<file path="src/rtl/booth_pkg.sv">
// booth_pkg: shared widths, FSM states and Booth digit-select type (no config macros here)
package booth_pkg;
    localparam int MANT_W_DEF = 24;
    localparam int NDIG = MANT_W_DEF / 2 + 1;
    typedef enum logic [1:0] {IDLE, RUN, DONE} state_t;
    typedef struct packed {
        logic single;
        logic dbl;
        logic neg;
    } booth_sel_t;
endpackage

</file>
<file path="src/rtl/booth_enc_r4.sv">
// booth_enc_r4: radix-4 Booth recoder, triplet {b[2i+1],b[2i],b[2i-1]} -> {single,double,neg}
module booth_enc_r4
    import booth_pkg::*;
(
    input  logic [2:0] trip,
    output booth_sel_t sel
);
    assign sel = {trip[1] ^ trip[0], (trip == 3'b011) || (trip == 3'b100), trip[2]};
endmodule

</file>
<file path="src/rtl/booth_seq_mul.sv">
// booth_seq_mul: sequential radix-4 Booth multiplier, one digit per cycle; BOOTH_EARLY_TERM_EN stops once the remaining multiplier bits are zero
module booth_seq_mul
    import booth_pkg::*;
#(
    parameter int MANT_W = MANT_W_DEF
) (
    input  logic                clk,
    input  logic                rst,
    input  logic                in_valid,
    output logic                in_ready,
    input  logic [MANT_W-1:0]   a,
    input  logic [MANT_W-1:0]   b,
    output logic                out_valid,
    input  logic                out_ready,
    output logic [2*MANT_W-1:0] product,
    output logic [2:0]          sel
);
    localparam int ND = MANT_W / 2 + 1;
    localparam int CW = $clog2(ND);
    localparam int AW = 2 * MANT_W + 3;
    localparam int BW = MANT_W + 3;

    state_t            state;
    logic [MANT_W-1:0] a_r, b_r;
    logic [CW-1:0]     i;
    logic [AW-1:0]     acc, mag, pp, acc_nx;
    logic [BW-1:0]     bx;
    logic [2:0]        trip;
    booth_sel_t        dsel;
    logic              last;

    // b with an implicit zero below bit 0 and zeros above the top bit
    assign bx   = {2'b00, b_r, 1'b0};
    assign trip = 3'(bx >> {i, 1'b0});

    booth_enc_r4 u_enc (.trip(trip), .sel(dsel));

    assign mag    = dsel.dbl ? AW'({a_r, 1'b0}) : dsel.single ? AW'(a_r) : '0;
    assign pp     = mag << {i, 1'b0};
    assign acc_nx = dsel.neg ? acc - pp : acc + pp;

`ifdef BOOTH_EARLY_TERM_EN
    // stop when every multiplier bit from b[2i+1] upward is zero
    assign last = (i == CW'(ND - 1)) || (((bx >> {i, 1'b0}) >> 2) == '0);
`else
    assign last = (i == CW'(ND - 1));
`endif

    assign in_ready  = (state == IDLE);
    assign out_valid = (state == DONE);
    assign sel       = (state == RUN) ? dsel : 3'b000;

    // FSM, digit counter and accumulator; product captured on the final digit
    always_ff @(posedge clk) begin
        if (rst) begin
            state   <= IDLE;
            i       <= '0;
            acc     <= '0;
            a_r     <= '0;
            b_r     <= '0;
            product <= '0;
        end else begin
            case (state)
                IDLE: if (in_valid) begin
                    a_r   <= a;
                    b_r   <= b;
                    i     <= '0;
                    acc   <= '0;
                    state <= RUN;
                end
                RUN: begin
                    acc <= acc_nx;
                    i   <= i + 1'b1;
                    if (last) begin
                        state   <= DONE;
                        product <= acc_nx[2*MANT_W-1:0];
                    end
                end
                DONE: if (out_ready) state <= IDLE;
                default: state <= IDLE;
            endcase
        end
    end
endmodule

</file>
<file path="config.mk">
export PLATFORM = sky130hd
export DESIGN_NAME = booth_seq_mul
export DESIGN_NICKNAME = d
export VERILOG_FILES = /design/src/rtl/booth_pkg.sv /design/src/rtl/booth_enc_r4.sv /design/src/rtl/booth_seq_mul.sv
export SDC_FILE = /design/constraint.sdc
export NUM_CORES = 1
export LEC_CHECK = 0
export CAP_MARGIN = 20
export CORE_AREA = 2 2 154 156
export CTS_BUF_LIST = sky130_fd_sc_hd__clkbuf_4
export DETAILED_ROUTE_END_ITERATION = 12
export DIE_AREA = 0 0 156 158
export GPL_ROUTABILITY_DRIVEN = 0
export PLACE_DENSITY = 0.82
export SKIP_LAST_GASP = 1
export SYNTH_ARGS = -nofsm -noshare
export SYNTH_HDL_FRONTEND = slang
export SYNTH_HIERARCHICAL = 1
export SYNTH_SLANG_ARGS = --single-unit
</file>
<file path="constraint.sdc">
create_clock -name clk -period 7.12 [get_ports clk]
set_input_delay 1.78 -clock clk [delete_from_list [all_inputs] [get_ports clk]]
set_output_delay 1.78 -clock clk [all_outputs]
set_load 0.05 [all_outputs]
</file>
==> metrics.txt <==
Num CTS Buffers 17; Ys Warns 6; Routed WL per cell 16.8 um; antenna violations before repair 1; Die W around 160 um; total chip power 3.06 mW; WP buf/inv 1; Worst R2R Path Depth 26; fin. max-slew vios 0; M3 GR Usage 4.82%; FF-to-FF End acc[47]; global route hottest layer met2; max_slew headroom 36.8%; Post-synth EDFFs 0; Root Driver clkbuf_4; number of cell rows 56; Residual DRC 0; share of cells above drive strength 1 a little under a tenth; final setup violation count 0; Synth Register Bits 150; Max stage delay on crit path ~0.53 ns; FF-to-FF setup slack between 0.2 and 0.3 ns; Final Net Count 1,709; latest clock arrival within the worst-skew pair 0.60 ns; port buffer count 104; clock buffer depth 2; total iterations of the first detailed-routing run 9; min-delay worst type reg2reg; Worst-path clk slew 0.16 ns; H-tree levels 4; Synthesized Nets 1,647; Area Growth Syn to Fin 15.7%; vias 11,800; CTS sink count 150; global-route usage over all layers 25.0%; pwr dens approximately 230 mW/mm2; CP top delay family compound AO/OA/AOI/OAI gates; Placed Instance Area between 0.01 and 0.015 mm2; TritonCTS clock tree done; Via density 6.21; multi-input logic area 0.00797 mm2; Register Area 0.00301 mm2; commonest non-fill, non-tap cell in the layout nand2_1; Final Cycle Share 96.2%; Max Clock Skew 0.0337 ns; first-pass GRT wire length between 50,000 and 60,000 um; Max IR drop VDD 0.124 mV; placed cell count 1,864; DR iter-0 viols 1,131; Cell Count, Final, Fillers Out 1,907; Hold Crit Start product[8]; Core ar. ~0.023 mm2; async set-or-reset flop fraction in the synthesized netlist 0%; Leakage 5.10 nW; met2 Use GR 39.6%; Crit Path Max Fanout 16; Setup crit end kind flop; die height 158 um; initial core utilization 49.4%; gr ovfl total 0; Post-Syn Area 0.0114 mm2; WHS Path Cells 2; routing usage on met1 34.3%; IO Pins 105; cells after synthesis 1,541; Slowest cell on crit path mux2i_1; Top FF cell, synth dfxtp_1; WHS Endpoint product[8]; fill count roughly 2,100; Seq/Total Area, Yosys 26.4%; final hold violations 0; status finished, final reports clean; Yosys cell types 90; Worst-Margin Slew 0.948 ns; CP required about 7.6 ns; Detail Route Antenna Nets 0; Die ar. 0.0246 mm2; MaxCap Viol Count 0; Post-Route WL 32,000 um; Crit Path Category reg2reg; WP depth 26; Tmin final 6.85 ns; most frequent cells in the layout 301 x nand2_1, 215 x a21oi_1, 148 x dfxtp_1; worst r2r src i[0]; largest net degree at the start of global routing between 80 and 90; Post-CTS Hold Fix Bufs 0; hpwl dp 22,600 um; crit path DAT 7.34 ns; Peak Freq roughly 150 MHz; Setup TNS Final 0 ns; vias in the first global route 10,500; fin area 0.0132 mm2; Avg Inst Size Synth 7.39 um2; Worst Setup Start Kind flop
## layout make-up
class	instances	area share (%)
Multi-Input combinational cell	1259	60.5
Sequential cell	150	22.9
Timing Repair Buffer	157	11.0
Tap cell	290	2.76
Clock inverter	15	1.34
Clock buffer	17	0.969
Inverter	18	0.513
Antenna cell	1	0.0190
## worst min-delay path: stages, from the launching register on
cell	delay, ns
dfxtp_1	0.34
nand2_1	0.05
a21oi_1	0.05
## synthesized netlist by cell type, drive strengths merged, types with 5 or more instances
master | count | share of area (%)
o21ai | 40 | 1.8
a211oi | 22 | 1.5
a22oi | 7 | 0.46
a22o | 17 | 1.3
o211ai | 10 | 0.66
nor3b | 6 | 0.49
and2 | 19 | 1.0
ha | 53 | 5.8
mux2i | 16 | 1.4
nand2 | 302 | 10
a21o | 37 | 2.4
xnor2 | 48 | 3.7
nand2b | 13 | 0.71
mux2 | 7 | 0.73
a21oi | 218 | 9.6
a32oi | 21 | 1.6
nand3 | 63 | 2.8
a41oi | 6 | 0.53
o221ai | 5 | 0.38
nand4 | 13 | 0.90
buf | 37 | 2.0
and3 | 11 | 0.60
nor2b | 18 | 0.99
nor4 | 6 | 0.46
mux4 | 8 | 1.6
xor2 | 38 | 2.9
a31oi | 32 | 1.8
nand3b | 28 | 1.9
a21boi | 7 | 0.46
clkbuf | 80 | 2.6
o22ai | 12 | 0.66
dfxtp | 150 | 26
nor3 | 23 | 1.1
inv | 15 | 0.49
nor2 | 81 | 2.7
o21a | 10 | 0.66
## state kept, by name, indices dropped and copies added (netlist names)
register / cells
acc: 48
product: 48
b_r: 24
i: 4
a_r: 24
state: 2
## per-stage QoR
stage          setup WS, ns  utilization (%)  hold WS, ns
2_1_floorplan        0.0431                -        0.433
3_3_place_gp         0.0380             54.9        0.442
3_5_place_dp         -0.177             54.9        0.446
4_1_cts             0.00277             56.2        0.466
5_1_grt             -0.0840             57.1        0.479
6_report              0.272             57.1        0.464
## worst max-delay path by stage
stage	from	slack [ns]	end
6_report	i[0]	0.27	acc[47]
5_1_grt	i[0]	-0.08	acc[47]
4_1_cts	i[0]	0.003	acc[47]
3_5_place_dp	i[0]	-0.18	acc[47]
3_3_place_gp	i[0]	0.04	acc[47]
2_1_floorplan	i[2]	0.04	acc[47]
## repair_timing
item,in CTS,in global routing
setup buffers,0,7
resized for setup,2,23
pin swaps,0,2
gates cloned,0,3
endpoints found under the setup margin,9,28
hold endpoints to repair,0,0
## metal layers
metal / part of all wire (%) / wire (um)
met5: 0 / 0
met4: 2.8 / 910
met3: 8.5 / 2730
met2: 45 / 14400
met1: 44 / 14000
## logic make-up (layout without fill, tap and decap cells)
group / after synthesis / after routing / synth area share (%)
compound gates: 482 / 482 / 26.9
other cells: 0 / 1 / 0
fa+ha+maj: 54 / 54 / 6.00
mux: 31 / 34 / 3.75
simple gates: 602 / 602 / 24.9
buf+inv: 135 / 207 / 5.25
flops: 150 / 150 / 26.4
xor+xnor: 87 / 87 / 6.82
## power by group
part	internal [mW]	switching (mW)
registers	0.906	0.0497
clock network	0.224	0.369
logic	0.624	0.891
total	1.75	1.31
Power figures use the tool's default switching activity.
